$ cat src/rtl/pio_out_pkg.sv
// ---------------------------------------------------------------------------
// pio_out_pkg
// Shared constants for the blinking output PIO: the word-address width of the
// slave port and the offset of every register in its map.
// ---------------------------------------------------------------------------
package pio_out_pkg;

  // Width of the Avalon word address into the register file
  localparam int PIO_ADDR_W = 3;

  // Register word offsets
  localparam logic [PIO_ADDR_W-1:0] PIO_DATA     = 3'd0;
  localparam logic [PIO_ADDR_W-1:0] PIO_SET      = 3'd1;
  localparam logic [PIO_ADDR_W-1:0] PIO_CLEAR    = 3'd2;
  localparam logic [PIO_ADDR_W-1:0] PIO_TOGGLE   = 3'd3;
  localparam logic [PIO_ADDR_W-1:0] PIO_BLINK_EN = 3'd4;
  localparam logic [PIO_ADDR_W-1:0] PIO_PERIOD   = 3'd5;
  localparam logic [PIO_ADDR_W-1:0] PIO_STATUS   = 3'd6;

endpackage

$ cat src/rtl/pio_blink_timer.sv
// ---------------------------------------------------------------------------
// pio_blink_timer
// Free-running half-period timer that produces the blink phase. The counter
// runs 0..period and flips the phase each time it wraps, so one full blink
// cycle lasts 2*(period+1) clocks.
//
// Ports:
//   clk      in   clock, rising edge
//   reset_n  in   asynchronous active-low reset (cnt=0, phase=1)
//   period   in   half-period minus one, in clocks
//   restart  in   restart the half-period: cnt=0, phase=1 (wins over a wrap)
//   phase    out  current blink phase, registered
// ---------------------------------------------------------------------------
module pio_blink_timer #(
  parameter int PERIOD_W = 26
) (
  input  logic                clk,
  input  logic                reset_n,
  input  logic [PERIOD_W-1:0] period,
  input  logic                restart,
  output logic                phase
);

  logic [PERIOD_W-1:0] cnt;

  // A restart takes priority so that a new period always begins with a full
  // lit half-period, even when the old count would have wrapped this edge.
  always_ff @(posedge clk or negedge reset_n) begin
    if (!reset_n) begin
      cnt   <= '0;
      phase <= 1'b1;
    end else if (restart) begin
      cnt   <= '0;
      phase <= 1'b1;
    end else if (cnt == period) begin
      cnt   <= '0;
      phase <= ~phase;
    end else begin
      cnt   <= cnt + PERIOD_W'(1);
    end
  end

endmodule

$ cat src/rtl/pio_out_blink.sv
// ---------------------------------------------------------------------------
// pio_out_blink
// Avalon-MM output PIO for board indicators. Holds the output image with
// atomic set/clear/toggle access, a per-bit blink enable and a programmable
// blink half-period. Read data and the pins are combinational from flops.
//
// Ports:
//   clk         in   clock, rising edge
//   reset_n     in   asynchronous active-low reset
//   address     in   word address (see pio_out_pkg offsets)
//   chipselect  in   slave select
//   write_n     in   active-low write strobe
//   writedata   in   write data, bits above the register width ignored
//   readdata    out  combinational read data, zero-extended
//   out_port    out  indicator outputs
// ---------------------------------------------------------------------------
module pio_out_blink
  import pio_out_pkg::*;
#(
  parameter int                  WIDTH        = 9,
  parameter logic [WIDTH-1:0]    RESET_VALUE  = '0,
  parameter int                  PERIOD_W     = 26,
  parameter logic [PERIOD_W-1:0] PERIOD_RESET = PERIOD_W'(24999999)
) (
  input  logic                  clk,
  input  logic                  reset_n,
  input  logic [PIO_ADDR_W-1:0] address,
  input  logic                  chipselect,
  input  logic                  write_n,
  input  logic [31:0]           writedata,
  output logic [31:0]           readdata,
  output logic [WIDTH-1:0]      out_port
);

  logic [WIDTH-1:0]    data_q;
  logic [WIDTH-1:0]    blink_en_q;
  logic [PERIOD_W-1:0] period_q;
  logic                phase;

  logic                wr_en;
  logic                period_wr;
  logic [WIDTH-1:0]    wd_bits;
  logic [PERIOD_W-1:0] wd_period;
  logic                unused_wd;
  logic [31:0]         rd;

  assign wr_en     = chipselect && !write_n;
  assign period_wr = wr_en && (address == PIO_PERIOD);
  assign wd_bits   = writedata[WIDTH-1:0];
  assign wd_period = writedata[PERIOD_W-1:0];

  // Upper writedata bits are deliberately dropped for narrow registers
  assign unused_wd = ^writedata;

  // Register file write decode; set/clear/toggle act on the current image
  // so software never needs a read-modify-write.
  always_ff @(posedge clk or negedge reset_n) begin
    if (!reset_n) begin
      data_q     <= RESET_VALUE;
      blink_en_q <= '0;
      period_q   <= PERIOD_RESET;
    end else if (wr_en) begin
      case (address)
        PIO_DATA:     data_q     <= wd_bits;
        PIO_SET:      data_q     <= data_q | wd_bits;
        PIO_CLEAR:    data_q     <= data_q & ~wd_bits;
        PIO_TOGGLE:   data_q     <= data_q ^ wd_bits;
        PIO_BLINK_EN: blink_en_q <= wd_bits;
        PIO_PERIOD:   period_q   <= wd_period;
        default:      ;
      endcase
    end
  end

  // Writing the period restarts the timer so the new rate starts cleanly
  pio_blink_timer #(
    .PERIOD_W (PERIOD_W)
  ) u_timer (
    .clk     (clk),
    .reset_n (reset_n),
    .period  (period_q),
    .restart (period_wr),
    .phase   (phase)
  );

  // Read mux; write-only and unused offsets read as zero
  always_comb begin
    rd = '0;
    case (address)
      PIO_DATA:     rd[WIDTH-1:0]    = data_q;
      PIO_BLINK_EN: rd[WIDTH-1:0]    = blink_en_q;
      PIO_PERIOD:   rd[PERIOD_W-1:0] = period_q;
      PIO_STATUS:   rd[0]            = phase;
      default:      rd               = '0;
    endcase
    readdata = rd;
  end

  // Blinking bits are gated by the phase; a bit whose data is 0 stays dark
  assign out_port = (data_q & ~blink_en_q) | (data_q & blink_en_q & {WIDTH{phase}});

endmodule

$ cat config.mk
export PLATFORM = sky130hd
export DESIGN_NAME = pio_out_blink
export DESIGN_NICKNAME = d
export VERILOG_FILES = /design/src/rtl/pio_out_pkg.sv /design/src/rtl/pio_blink_timer.sv /design/src/rtl/pio_out_blink.sv
export SDC_FILE = /design/constraint.sdc
export NUM_CORES = 1
export LEC_CHECK = 0
export CORE_AREA = 2 2 92 94
export DETAILED_ROUTE_END_ITERATION = 6
export DIE_AREA = 0 0 94 96
export DONT_BUFFER_PORTS = 1
export PLACE_DENSITY = 0.7
export SYNTH_ARGS = -nofsm -noshare
export SYNTH_HDL_FRONTEND = slang
export SYNTH_SLANG_ARGS = --single-unit
$ cat constraint.sdc
create_clock -name clk -period 1.71 [get_ports clk]
set_input_delay 0.342 -clock clk [delete_from_list [all_inputs] [get_ports clk]]
set_output_delay 0.342 -clock clk [all_outputs]
set_load 0.03 [all_outputs]
==> results_tabular.tex, run 1 <==
\begin{tabular}{lr}
\hline
Metric & Value \\
\hline
\multicolumn{2}{l}{\textbf{STA}} \\
\quad Crit path time final & about 1800 ps \\
\quad Unrepaired setup endpoints after global routing & yes \\
\quad Final setup fails & 37 \\
\quad Clock Skews & between 10 and 15 ps \\
\quad Hold violation count in the final report & 71 \\
\quad Maximum operating frequency & approximately 0.55 GHz \\
\quad Final Max Tran Viols & 0 \\
\quad Worst hold slack & -321 ps \\
\quad Period utilization & 1.06 \\
\quad Least setup slack across all paths after layout & -95.7 ps \\
\multicolumn{2}{l}{\textbf{Clock tree}} \\
\quad Buffer cell driving the clock tree root & sky130\_fd\_sc\_hd\_\_clkbuf\_8 \\
\quad Clk\_lat worst skew & between 300 and 400 ps \\
\quad Clock sink count & 71 \\
\quad Maximum buffer depth of the clock tree & 2 \\
\quad Post-CTS clock slew at the launch and capture registers of the worst setup and hold paths & roughly 80 ps \\
\quad CTS tree & yes \\
\quad Total number of H-tree levels & 3 \\
\quad Number of buffers created by CTS & 9 \\
\multicolumn{2}{l}{\textbf{Floorplanning}} \\
\quad Number of top-level pins & 80 \\
\quad CORE AREA & between 0.008 and 0.009 mm2 \\
\quad Number of standard-cell rows in the floorplan & 33 \\
\quad Starting utilization of the core area & 0.532 \\
\quad Die area & between 0.009 and 0.01 mm2 \\
\quad Die Span Y & roughly 96 um \\
\quad Die span in x & approximately 94 um \\
\multicolumn{2}{l}{\textbf{Finish}} \\
\quad Final instance count without filler cells & between 600 and 700 \\
\quad Growth of design area from synthesis to finish & 30.6\% \\
\quad Total number of nets in the final design & 569 \\
\quad Count of fill cells added during filler insertion & about 570 \\
\quad Share of layout cells above drive strength 1 & 0.428 \\
\multicolumn{2}{l}{\textbf{GRT}} \\
\quad Initial antenna violation count & 1 \\
\quad Via count of the first global-routing pass & 3378 \\
\quad Largest net degree at the start of global routing & 72 \\
\quad Overall overflow remaining after global route & 0 \\
\quad Overall global routing resource usage & 0.232 \\
\quad Wire length of the first global-routing pass & approximately 16000 um \\
\multicolumn{2}{l}{\textbf{Placement}} \\
\quad Minimum setup slack after placement & -66.8 ps \\
\quad Post-detailed-placement half-perimeter wirelength & approximately 7000 um \\
\quad Total placed cells including tap cells & a little under 600 \\
\quad Routability cong. & around 0.80 \\
\quad Total of buffers placed on input and output ports & 0 \\
\multicolumn{2}{l}{\textbf{Yosys}} \\
\quad Syn Std Cell Area & around 0.0043 mm2 \\
\quad Number of instances in the synthesized netlist & 425 \\
\quad Number of register bits inferred by synthesis & 71 \\
\quad Fraction of the yosys area taken by sequential cells & 0.420 \\
\quad Post-synth cell types & between 40 and 50 \\
\quad Syn\_area\_per\_cell & approximately 10 um2 \\
\quad Yosys warnings & 0 \\
\multicolumn{2}{l}{\textbf{Setup path}} \\
\quad Critical Path Start Type & register \\
\quad WP data arrival & between 2000 and 2500 ps \\
\quad Critical Path Sink Type & register \\
\quad Data required time of the worst path & 1980 ps \\
\quad Classification of the worst setup path & reg -> reg \\
\quad Logic depth of the worst register-to-register path & 5 \\
\quad Crit Path Max Fanout & 3 \\
\multicolumn{2}{l}{\textbf{Min path}} \\
\quad Worst min path class & in -> async \\
\multicolumn{2}{l}{\textbf{Pwr}} \\
\quad Total power divided by cell area & between 1000 and 1500 mW/mm2 \\
\quad Peak supply drop & roughly 0.63 mV \\
\quad Standby leakage power & between 2 and 3 nW \\
\multicolumn{2}{l}{\textbf{Drt}} \\
\quad TritonRoute pass-1 iters & 5 \\
\quad Final wirelength & about 10000 um \\
\quad Total via count after detailed routing & $\sim$3400 \\
\quad Routed length per instance & $\sim$17 um \\
\quad Count of nets left with antenna violations after detail routing & 0 \\
\quad Number of remaining DRC errors & 0 \\
\quad First-iteration detailed-routing DRC count & between 150 and 200 \\
\quad Avg Vias per Cell & $\sim$5.5 \\
\multicolumn{2}{l}{\textbf{Run status}} \\
\quad Result of the run & finished with violations \\
\quad Failing checks & negative hold slack, negative setup slack \\
\multicolumn{2}{l}{\textbf{Flow run}} \\
\quad Maxcap violations & 0 \\
\hline
\end{tabular}
## power by group
part           internal, mW  switching, mW
Clock                 0.823          0.686
Sequential             2.07          0.290
Combinational          1.04           1.06
Total                  3.93           2.04
## layout make-up
| class | count | area (um2) | share of cell area |
|---|---|---|---|
| clock inverters | 7 | 96.3 | 0.0172 |
| clock buffers | 9 | 124 | 0.0221 |
| inverters | 22 | 85.1 | 0.0152 |
| flip-flops and latches | 71 | 1800 | 0.322 |
| diodes | 1 | 2.50 | 0.000447 |
| well taps | 105 | 131 | 0.0235 |
| repair buffers | 97 | 837 | 0.150 |
| multi-input cells | 310 | 2520 | 0.450 |
## sequential cells by signal (all words and copies together) (netlist names)
name	count
data_q	9
period_q	26
u_timer.phase	1
blink_en_q	9
u_timer.cnt	26
## layout by cell type (no fill, tap or decap), types with 10 or more instances in the layout
master / count
sky130_fd_sc_hd__nor2_1: 31
sky130_fd_sc_hd__mux2_2: 26
sky130_fd_sc_hd__mux2i_1: 17
sky130_fd_sc_hd__inv_1: 21
sky130_fd_sc_hd__o21ai_0: 18
sky130_fd_sc_hd__buf_4: 76
sky130_fd_sc_hd__ha_1: 19
sky130_fd_sc_hd__and2_2: 10
sky130_fd_sc_hd__nand2_1: 25
sky130_fd_sc_hd__dfstp_2: 18
sky130_fd_sc_hd__a21oi_4: 11
sky130_fd_sc_hd__xor2_1: 44
sky130_fd_sc_hd__dfrtp_1: 53
sky130_fd_sc_hd__buf_6: 17
## worst max-delay path, stage by stage (launching register included)
cell                      delay [ps]
sky130_fd_sc_hd__dfstp_2         550
sky130_fd_sc_hd__xor2_2           70
sky130_fd_sc_hd__nor4_2          280
sky130_fd_sc_hd__nand4_1         230
sky130_fd_sc_hd__o21ai_1         220
sky130_fd_sc_hd__or3b_1          380
## worst paths after layout
check                                               from                   endpoint  slack [ps]
worst max-delay path            period_q[12]$_DFFE_PN1P_  u_timer.phase$_DFFE_PN1P_        -100
worst min-delay path                             reset_n      data_q[7]$_DFFE_PN0P_        -320
worst max register to register  period_q[12]$_DFFE_PN1P_  u_timer.phase$_DFFE_PN1P_        -100
worst min register to register  u_timer.cnt[0]$_DFF_PN0_   u_timer.cnt[0]$_DFF_PN0_         500
max in group asynchronous                        reset_n   period_q[24]$_DFFE_PN1P_        1820
min in group clk                           writedata[17]   period_q[17]$_DFFE_PN0P_         140
## routing by layer
| metal | global-route usage | wire [um] |
|---|---|---|
| met5 | 0 | 0 |
| met4 | 0.0773 | 246 |
| met3 | 0.0556 | 596 |
| met2 | 0.384 | 5160 |
| met1 | 0.302 | 4390 |
## cell usage after synthesis, drive strengths merged
| cell type | number | area share |
|---|---|---|
| mux2 | 27 | 0.071 |
| mux2i | 17 | 0.040 |
| dfstp | 18 | 0.11 |
| o22ai | 9 | 0.013 |
| a21oi | 18 | 0.021 |
| nor3 | 1 | 0.0012 |
| nand3b | 1 | 0.0018 |
| and2 | 19 | 0.028 |
| a22oi | 9 | 0.016 |
| ha | 19 | 0.056 |
| a221oi | 1 | 0.0020 |
| and3 | 2 | 0.0032 |
| nor3b | 1 | 0.0018 |
| nand2 | 25 | 0.022 |
| xnor2 | 4 | 0.0082 |
| o21bai | 1 | 0.0044 |
| buf | 19 | 0.034 |
| o21ai | 19 | 0.022 |
| nand3 | 10 | 0.013 |
| nand4 | 9 | 0.015 |
| dfrtp | 53 | 0.31 |
| nand2b | 1 | 0.0015 |
| and4 | 3 | 0.0064 |
| nor2b | 2 | 0.0029 |
| or3b | 1 | 0.0020 |
| conb | 1 | 0.00088 |
| clkbuf | 8 | 0.0070 |
| nor4 | 8 | 0.022 |
| nor2 | 48 | 0.048 |
| inv | 21 | 0.018 |
| or2 | 3 | 0.0044 |
| clkinv | 1 | 0.00088 |
| xor2 | 46 | 0.094 |
## timing repair
item | CTS | global route
pin swaps | 10 | 20
endpoints found under the hold margin | 71 | 71
setup buffers | 5 | 14
cloned | 1 | 0
endpoints found under the setup margin | 39 | 45
gates resized for setup | 33 | 40
## through the flow
stage	instance area [um2]	util	hold WS, ps	power (mW)	setup TNS (ps)
after floorplan	4320	-	46.4	3.41	-86.3
after global placement	4880	0.607	47.8	3.90	-1180
after detailed placement	4880	0.607	47.4	3.99	-1120
after CTS	5290	0.657	-332	5.67	-1650
after global routing	5600	0.695	-340	6.27	-4340
final	5600	0.695	-321	5.97	-1370
## kinds of logic after synthesis
logic type | synth area share
AND/OR/NAND/NOR | 0.172
flip-flops | 0.420
AO/OA/AOI/OAI | 0.0786
XOR/XNOR | 0.102
buffers and inverters | 0.0602
multiplexers | 0.111
adder cells (fa/ha/maj) | 0.0555
other | 0.000876
Power figures use the tool's default switching activity.
==> run 2, diff against run 1 <==
--- a/config.mk
+++ b/config.mk
@@ -5,9 +5,10 @@
 export SDC_FILE = /design/constraint.sdc
 export NUM_CORES = 1
 export LEC_CHECK = 0
-export CORE_AREA = 2 2 92 94
+export ABC_AREA = 1
+export CORE_AREA = 2 2 95 97
 export DETAILED_ROUTE_END_ITERATION = 6
-export DIE_AREA = 0 0 94 96
+export DIE_AREA = 0 0 97 99
 export DONT_BUFFER_PORTS = 1
 export PLACE_DENSITY = 0.7
 export SYNTH_ARGS = -nofsm -noshare
==> run 2 against run 1 <==
Effect of this change:
- the run still ends with negative hold slack, negative setup slack left
- synthesized cell count increased by 48%
- register-to-register slack improved by 150 ps
- sequential power barely moved
- routed wire length up 19%
- clock skew grew 3.2 ps
- via count up 25%
- sequential share of layout area decreased by 0.65 points
- critical path type is now reg -> out
- critical endpoint is now out_port[1]
==> results_tabular.tex, run 2 <==
\begin{tabular}{lr}
\hline
Metric & Value \\
\hline
\multicolumn{2}{l}{\textbf{GRT}} \\
\quad Initial antenna violation count & 0 (-1) \\
\quad Overall global routing resource usage & 0.252 (+0.0199) \\
\quad Wire length of the first global-routing pass & 19500 um (+20\%) \\
\quad Largest net degree at the start of global routing & 72 (unchanged) \\
\quad Via count of the first global-routing pass & 4112 (+22\%) \\
\quad Overall overflow remaining after global route & 0 (unchanged) \\
\multicolumn{2}{l}{\textbf{Setup path}} \\
\quad Biggest cell delay along the critical path & 560 ps (about the same) \\
\quad Classification of the worst setup path & reg -> out \\
\quad Endpoint of the worst-slack reg-to-reg timing path & u\_timer.cnt[23]\$\_DFF\_PN0\_ \\
\quad Data required time of the worst path & 1370 ps (-610 ps) \\
\quad WP data arrival & 1400 ps (-680 ps) \\
\quad Logic depth of the worst register-to-register path & 7 (+2) \\
\quad Critical Path Start Type & register \\
\quad Crit path cell chain & inv\_4, buf\_12, a21oi\_4, buf\_6 \\
\quad Count of buffering cells on the critical path with inverters included & 3 (+3) \\
\quad Top Family by Delay on Critical Path & flip-flops \\
\quad Crit Path Max Fanout & 5 (+2) \\
\quad Slowest cell on the critical path & sky130\_fd\_sc\_hd\_\_dfstp\_2 \\
\quad Origin of the critical flop-to-flop path & u\_timer.cnt[1]\$\_DFF\_PN0\_ \\
\quad Setup slack of the worst register-to-register path & 50 ps (+150 ps) \\
\quad Critical Path Sink Type & output port \\
\multicolumn{2}{l}{\textbf{STA}} \\
\quad Clock Skews & 13.9 ps (+3.18 ps) \\
\quad Least setup slack across all paths after layout & -30.5 ps (+65.1 ps) \\
\quad Crit path time final & 1740 ps (-65.1 ps) \\
\quad Period utilization & 1.02 (-0.0381) \\
\quad Hold violation count in the final report & 71 (unchanged) \\
\quad Final setup TNS & -74.3 ps (+1300 ps) \\
\quad Maximum operating frequency & 0.575 GHz (+3.7\%) \\
\quad Worst hold slack & -329 ps (-8.52 ps) \\
\quad Unrepaired setup endpoints after global routing & yes \\
\quad Final setup fails & 5 (-86\%) \\
\quad Final Max Tran Viols & 0 (unchanged) \\
\multicolumn{2}{l}{\textbf{Clock tree}} \\
\quad Clock sink count & 71 (unchanged) \\
\quad Clk\_lat worst skew & 360 ps (about the same) \\
\quad Post-CTS clock slew at the launch and capture registers of the worst setup and hold paths & 80 ps (about the same) \\
\quad Number of buffers created by CTS & 9 (unchanged) \\
\quad Buffer cell driving the clock tree root & sky130\_fd\_sc\_hd\_\_clkbuf\_8 \\
\quad Maximum buffer depth of the clock tree & 2 (unchanged) \\
\quad CTS tree & yes \\
\quad Total number of H-tree levels & 3 (unchanged) \\
\multicolumn{2}{l}{\textbf{Yosys}} \\
\quad Syn Std Cell Area & 0.00457 mm2 (+6.6\%) \\
\quad Yosys warnings & 0 (unchanged) \\
\quad Async set or reset register ratio after synthesis & 1.00 (unchanged) \\
\quad Syn\_area\_per\_cell & 7.26 um2 (-28\%) \\
\quad Ranking of synthesized cells by area & sky130\_fd\_sc\_hd\_\_dfrtp\_1 (29\%), sky130\_fd\_sc\_hd\_\_nand2\_1 (16\%), sky130\_fd\_sc\_hd\_\_dfstp\_2 (10\%) \\
\quad Number of synthesized flops with an enable pin & 0 (unchanged) \\
\quad Number of instances in the synthesized netlist & 629 (+48\%) \\
\quad Fraction of synthesized cell area taken by the top area cell type & 0.290 (-0.0193) \\
\quad Top\_reg\_cell synth & sky130\_fd\_sc\_hd\_\_dfrtp\_1 \\
\quad Number of register bits inferred by synthesis & 71 (unchanged) \\
\quad Cell type with the largest total area after synthesis & sky130\_fd\_sc\_hd\_\_dfrtp\_1 \\
\quad Leading cell type by number of instances after synthesis & sky130\_fd\_sc\_hd\_\_nand2\_1 \\
\quad Fraction of the yosys area taken by sequential cells & 0.394 (-0.0261) \\
\quad Post-synth cell types & 32 (-27\%) \\
\quad Top cells by instance count after synthesis & sky130\_fd\_sc\_hd\_\_nand2\_1 (195), sky130\_fd\_sc\_hd\_\_inv\_1 (85), sky130\_fd\_sc\_hd\_\_nor2\_1 (76) \\
\multicolumn{2}{l}{\textbf{Finish}} \\
\quad Growth of design area from synthesis to finish & 25.2\% \\
\quad Count of inserted antenna diode cells & 0 (-1) \\
\quad Final instance count without filler cells & 801 (+29\%) \\
\quad Regs by FF count & period\_q: 26 flops, u\_timer.cnt: 26 flops \\
\quad Total number of nets in the final design & 746 (+31\%) \\
\quad Most frequent cells in the layout & sky130\_fd\_sc\_hd\_\_nand2\_1 (190), sky130\_fd\_sc\_hd\_\_inv\_1 (75), sky130\_fd\_sc\_hd\_\_nor2\_1 (55) \\
\quad Most common cell after layout, fill and taps aside & sky130\_fd\_sc\_hd\_\_nand2\_1 \\
\quad Share of layout cells above drive strength 1 & 0.264 (-0.164) \\
\multicolumn{2}{l}{\textbf{Pwr}} \\
\quad Switch Pwr & 2.03 mW (-0.40\%) \\
\quad Overall power & 5.69 mW (-4.6\%) \\
\quad Standby leakage power & 2.64 nW (-0.93\%) \\
\quad Peak supply drop & 0.564 mV (-11\%) \\
\quad Total power divided by cell area & 996 mW/mm2 (-6.6\%) \\
\quad Sw Share & 0.357 (+0.0149) \\
\quad Proportion of power drawn by the clock network & 0.273 (+0.020) \\
\quad Combinational share of power & 0.311 (-0.041) \\
\quad Part of the total power dissipated in sequential elements & 0.415 (+0.020) \\
\quad Internal power component & 3.66 mW (-6.7\%) \\
\multicolumn{2}{l}{\textbf{Drt}} \\
\quad Routed length per instance & 15.4 um (-7.6\%) \\
\quad First-iteration detailed-routing DRC count & 255 (+52\%) \\
\quad TritonRoute pass-1 iters & 5 (unchanged) \\
\quad Final wirelength & 12400 um (+19\%) \\
\quad Number of remaining DRC errors & 0 (unchanged) \\
\quad Avg Vias per Cell & 5.30 (-2.8\%) \\
\quad Count of nets left with antenna violations after detail routing & 0 (unchanged) \\
\quad Total via count after detailed routing & 4244 (+25\%) \\
\multicolumn{2}{l}{\textbf{Floorplanning}} \\
\quad Die Span Y & 99 um (+3.1\%) \\
\quad Starting utilization of the core area & 0.534 (+0.00216) \\
\quad Number of top-level pins & 80 (unchanged) \\
\quad Die span in x & 97 um (+3.2\%) \\
\quad CORE AREA & 0.00855 mm2 (+6.2\%) \\
\quad Die area & 0.00960 mm2 (+6.4\%) \\
\quad Number of standard-cell rows in the floorplan & 34 (+3.0\%) \\
\multicolumn{2}{l}{\textbf{Flow run}} \\
\quad Maxcap violations & 0 (unchanged) \\
\multicolumn{2}{l}{\textbf{Placement}} \\
\quad Post-detailed-placement half-perimeter wirelength & 8600 um (+25\%) \\
\quad Total placed cells including tap cells & 776 (+33\%) \\
\quad Routability cong. & 0.899 (+12\%) \\
\quad Total of buffers placed on input and output ports & 0 (unchanged) \\
\multicolumn{2}{l}{\textbf{Min path}} \\
\quad Worst min path class & in -> async \\
\multicolumn{2}{l}{\textbf{Run status}} \\
\quad Result of the run & finished with violations \\
\quad Failing checks & negative hold slack, negative setup slack \\
\hline
\end{tabular}
[run 2: cell type report]
cell class	instances	area, um2
clock buffers	13	159
clock inverters	3	65.1
multi-input cells	452	2590
flip-flops and latches	71	1800
fillers	693	2830
repair buffers	63	621
inverters	91	347
well taps	108	135
[run 2: what timing repair did]
action	in CTS	in global routing
pin swaps	3	20
endpoints found under the setup margin	15	47
cloned	1	1
buffers inserted	2	7
endpoints found under the hold margin	71	71
gates resized for setup	40	54
[run 2: worst max path at each step]
stage                     cells after the start                       from      endpoint
after floorplan                               6                 address[2]   readdata[4]
after global placement                        7                 address[1]  readdata[24]
after detailed placement                      7                 address[1]  readdata[23]
after CTS                                     5      data_q[0]$_DFFE_PN0P_   readdata[0]
after global routing                          4  u_timer.phase$_DFFE_PN1P_   out_port[1]
final                                         4  u_timer.phase$_DFFE_PN1P_   out_port[1]
[run 2: metrics by stage]
step / util / instance area (um2) / setup slack, ps / hold slack [ps]
4_1_cts: 0.638 / 5450 / -23.4 / -337
6_report: 0.669 / 5720 / -30.5 / -329
5_1_grt: 0.669 / 5720 / -62.3 / -345
3_3_place_gp: 0.593 / 5070 / 58.2 / 50.5
3_5_place_dp: 0.593 / 5070 / 23.6 / 50.6
2_1_floorplan: - / 4600 / -129 / 46.4
[run 2: logic make-up after synthesis]
group           count (synthesis)  share of synthesized area
simple gates                  314                      0.289
buf+inv                       111                      0.102
compound gates                 84                      0.107
flops                          71                      0.394
xor+xnor                       29                     0.0556
fa+ha+maj                      19                     0.0521
other cells                     1                   0.000821
[run 2: power by group through the flow]
stage	clock (mW)	sequential [mW]	combinational, mW
finish	1.56	2.36	1.77
global route	1.65	2.40	1.95
CTS	1.57	2.34	1.63
detailed placement	0	2.36	1.53
global placement	0	2.35	1.46
floorplan	0	2.28	1.15
[run 2: worst reg2reg max path: stages (launching register included)]
cell and delay [ps]:
sky130_fd_sc_hd__dfrtp_1 350, sky130_fd_sc_hd__buf_4 130, sky130_fd_sc_hd__nand3_1 150, sky130_fd_sc_hd__nor2_4 230, sky130_fd_sc_hd__nand2_1 140, sky130_fd_sc_hd__nor3_2 220
sky130_fd_sc_hd__xor2_1 270, sky130_fd_sc_hd__nor2_4 60
[run 2: metal layers]
metal	track usage	vias to the layer above	routed length, um
met5	0	-	0
met4	0.0823	0	243
met3	0.0582	23	768
met2	0.446	157	6210
met1	0.306	1993	5140
li1	-	2071	-
==> run 3, diff against run 2 <==
==> constraint.sdc (replaced) <==
create_clock -name clk -period 1.71 [get_ports clk]
set_input_delay 0.342 -clock clk [delete_from_list [all_inputs] [get_ports clk]]
set_output_delay 0.342 -clock clk [all_outputs]
set_load 0.02 [all_outputs]
==> run 3 against run 2 <==
Effect of this change:
- the run still ends with negative hold slack, negative setup slack left
- power is 11% lower
- global-route usage is 0.74 points lower
- clock power is 20% lower
- register-to-register slack better by 30 ps
- critical path type unchanged
- largest power group unchanged
- highest routed layer unchanged
==> results_tabular.tex, run 3 (same netlist as run 2, synthesis figures left out) <==
\begin{tabular}{lr}
\hline
Metric & Value \\
\hline
\multicolumn{2}{l}{\textbf{Floorplanning}} \\
\quad Die Span Y & 99 um (unchanged) \\
\quad CORE AREA & 0.00855 mm2 (unchanged) \\
\quad Number of standard-cell rows in the floorplan & 34 (unchanged) \\
\quad Starting utilization of the core area & 0.534 (unchanged) \\
\quad Number of top-level pins & 80 (unchanged) \\
\quad Die span in x & 97 um (unchanged) \\
\quad Die area & 0.00960 mm2 (unchanged) \\
\multicolumn{2}{l}{\textbf{Finish}} \\
\quad Total number of nets in the final design & 739 (-0.94\%) \\
\quad Most common cell after layout, fill and taps aside & sky130\_fd\_sc\_hd\_\_nand2\_1 \\
\quad Core utilization of the finished layout & 0.630 (-0.0389) \\
\quad Most frequent cells in the layout & sky130\_fd\_sc\_hd\_\_nand2\_1 (195), sky130\_fd\_sc\_hd\_\_inv\_1 (81), sky130\_fd\_sc\_hd\_\_nor2\_1 (68) \\
\quad Count of inserted antenna diode cells & 0 (unchanged) \\
\quad Regs by FF count & period\_q: 26 flops, u\_timer.cnt: 26 flops \\
\quad Count of fill cells added during filler insertion & 755 (+8.9\%) \\
\quad Growth of design area from synthesis to finish & 17.9\% \\
\quad Share of layout cells above drive strength 1 & 0.203 (-0.0614) \\
\multicolumn{2}{l}{\textbf{STA}} \\
\quad Final setup fails & 10 (+5) \\
\quad Final setup TNS & -1570 ps (-1490 ps) \\
\quad Least setup slack across all paths after layout & -185 ps (-155 ps) \\
\quad Unrepaired setup endpoints after global routing & yes \\
\quad Final Max Tran Viols & 0 (unchanged) \\
\quad Period utilization & 1.11 (+0.0906) \\
\quad Clock Skews & 14.7 ps (+0.729 ps) \\
\quad Worst hold slack & -322 ps (+7.72 ps) \\
\quad Crit path time final & 1900 ps (+155 ps) \\
\quad Hold violation count in the final report & 71 (unchanged) \\
\quad Maximum operating frequency & 0.528 GHz (-8.2\%) \\
\multicolumn{2}{l}{\textbf{Drt}} \\
\quad Count of nets left with antenna violations after detail routing & 0 (unchanged) \\
\quad Number of remaining DRC errors & 0 (unchanged) \\
\quad Avg Vias per Cell & 5.23 (-1.2\%) \\
\quad Final wirelength & 11700 um (-5.5\%) \\
\quad First-iteration detailed-routing DRC count & 160 (-37\%) \\
\quad Routed length per instance & 14.7 um (-4.7\%) \\
\quad Total via count after detailed routing & 4156 (-2.1\%) \\
\quad TritonRoute pass-1 iters & 4 (-1) \\
\multicolumn{2}{l}{\textbf{Flow run}} \\
\quad Maxcap violations & 0 (unchanged) \\
\multicolumn{2}{l}{\textbf{Run status}} \\
\quad Result of the run & finished with violations \\
\quad Failing checks & negative hold slack, negative setup slack \\
\multicolumn{2}{l}{\textbf{Min path}} \\
\quad Worst min path class & in -> async \\
\multicolumn{2}{l}{\textbf{Setup path}} \\
\quad Critical Path Sink Type & output port \\
\quad Crit Path Max Fanout & 6 (+1) \\
\quad Critical Path Start Type & register \\
\quad Classification of the worst setup path & reg -> out \\
\quad Data required time of the worst path & 1370 ps (about the same) \\
\quad WP data arrival & 1550 ps (+150 ps) \\
\multicolumn{2}{l}{\textbf{Clock tree}} \\
\quad CTS tree & yes \\
\quad Buffer cell driving the clock tree root & sky130\_fd\_sc\_hd\_\_clkbuf\_8 \\
\quad Total number of H-tree levels & 3 (unchanged) \\
\quad Post-CTS clock slew at the launch and capture registers of the worst setup and hold paths & 80 ps (about the same) \\
\quad Clk\_lat worst skew & 350 ps (about the same) \\
\quad Maximum buffer depth of the clock tree & 2 (unchanged) \\
\quad Number of buffers created by CTS & 9 (unchanged) \\
\quad Clock sink count & 71 (unchanged) \\
\multicolumn{2}{l}{\textbf{Pwr}} \\
\quad Standby leakage power & 2.55 nW (-3.6\%) \\
\quad Peak supply drop & 0.476 mV (-16\%) \\
\quad Overall power & 5.05 mW (-11\%) \\
\quad Total power divided by cell area & 939 mW/mm2 (-5.8\%) \\
\multicolumn{2}{l}{\textbf{Placement}} \\
\quad Post-detailed-placement half-perimeter wirelength & 8310 um (-3.3\%) \\
\quad Total of buffers placed on input and output ports & 0 (unchanged) \\
\quad Routability cong. & 0.884 (-1.7\%) \\
\multicolumn{2}{l}{\textbf{GRT}} \\
\quad Wire length of the first global-routing pass & 19000 um (-2.7\%) \\
\quad Initial antenna violation count & 0 (unchanged) \\
\quad Largest net degree at the start of global routing & 72 (unchanged) \\
\quad Overall global routing resource usage & 0.245 (-0.00742) \\
\quad Overall overflow remaining after global route & 0 (unchanged) \\
\quad Via count of the first global-routing pass & 4105 (-0.17\%) \\
\hline
\end{tabular}
## run 3: cell count changes in the layout (fill, tap and decap cells not counted), moves of 6 or more
cell / before / now
sky130_fd_sc_hd__inv_2: 14 / 8
sky130_fd_sc_hd__a21oi_4: 9 / 0
sky130_fd_sc_hd__a21oi_1: 9 / 18
sky130_fd_sc_hd__buf_4: 40 / 48
sky130_fd_sc_hd__inv_1: 75 / 81
sky130_fd_sc_hd__nor2_2: 23 / 15
sky130_fd_sc_hd__buf_6: 16 / 1
sky130_fd_sc_hd__nor2_1: 55 / 68
## run 3: path summary, 6_finish.rpt
kind                                                start  cells after the start                         to  slack [ps]
worst max-delay path            u_timer.phase$_DFFE_PN1P_                      3                readdata[0]        -190
worst min-delay path                              reset_n                      0      data_q[3]$_DFFE_PN0P_        -320
worst max register to register    period_q[4]$_DFFE_PN1P_                      7  u_timer.cnt[16]$_DFF_PN0_          80
worst min register to register   u_timer.cnt[0]$_DFF_PN0_                      1   u_timer.cnt[0]$_DFF_PN0_         490
max in group asynchronous                         reset_n                      0   period_q[24]$_DFFE_PN1P_        1820
min in group clk                            writedata[11]                      2   period_q[11]$_DFFE_PN1P_         100
## run 3: cell type report
class | instances | area (um2) | share of cell area
clock buffers | 13 | 159 | 0.0295
clock inverters | 3 | 17.5 | 0.00325
inverters | 91 | 348 | 0.0646
multi-input cells | 452 | 2410 | 0.448
flip-flops and latches | 71 | 1800 | 0.335
well taps | 108 | 135 | 0.0251
repair buffers | 55 | 502 | 0.0932
repair inverters | 1 | 7.51 | 0.00139
## run 3: repair_timing
action / in CTS / in global routing
setup endpoints to repair: 12 / 42
resized for setup: 4 / 27
cloned: 0 / 3
endpoints found under the hold margin: 71 / 71
pin swaps: 1 / 11
setup buffers: 0 / 4
## run 3: through the flow
stage	setup WS [ps]	instances	instance area [um2]	hold WS [ps]
after global placement	74.5	772	5020	50.4
after global routing	-211	794	5390	-343
after floorplan	8.83	634	4590	46.4
after detailed placement	34.5	772	5020	49.9
final	-185	794	5390	-322
after CTS	-189	787	5210	-334
## run 3: power by group
group	internal, mW	leakage, nW	switching [mW]
Clock	0.603	0.0894	0.644
Combinational	0.585	1.59	0.883
Sequential	2.06	0.867	0.280
## run 3: worst max-delay path, cell delays in order, from the launching register on
cell,delay (ps)
sky130_fd_sc_hd__dfstp_2,570
sky130_fd_sc_hd__clkinvlp_4,220
sky130_fd_sc_hd__o31ai_4,260
sky130_fd_sc_hd__buf_6,150
## run 3: routing by layer
metal,part of all wire,vias up,GRT usage
met5,0,-,0
met4,0.022,0,0.0910
met3,0.062,24,0.0688
met2,0.50,121,0.417
met1,0.42,1960,0.297
li1,-,2051,-
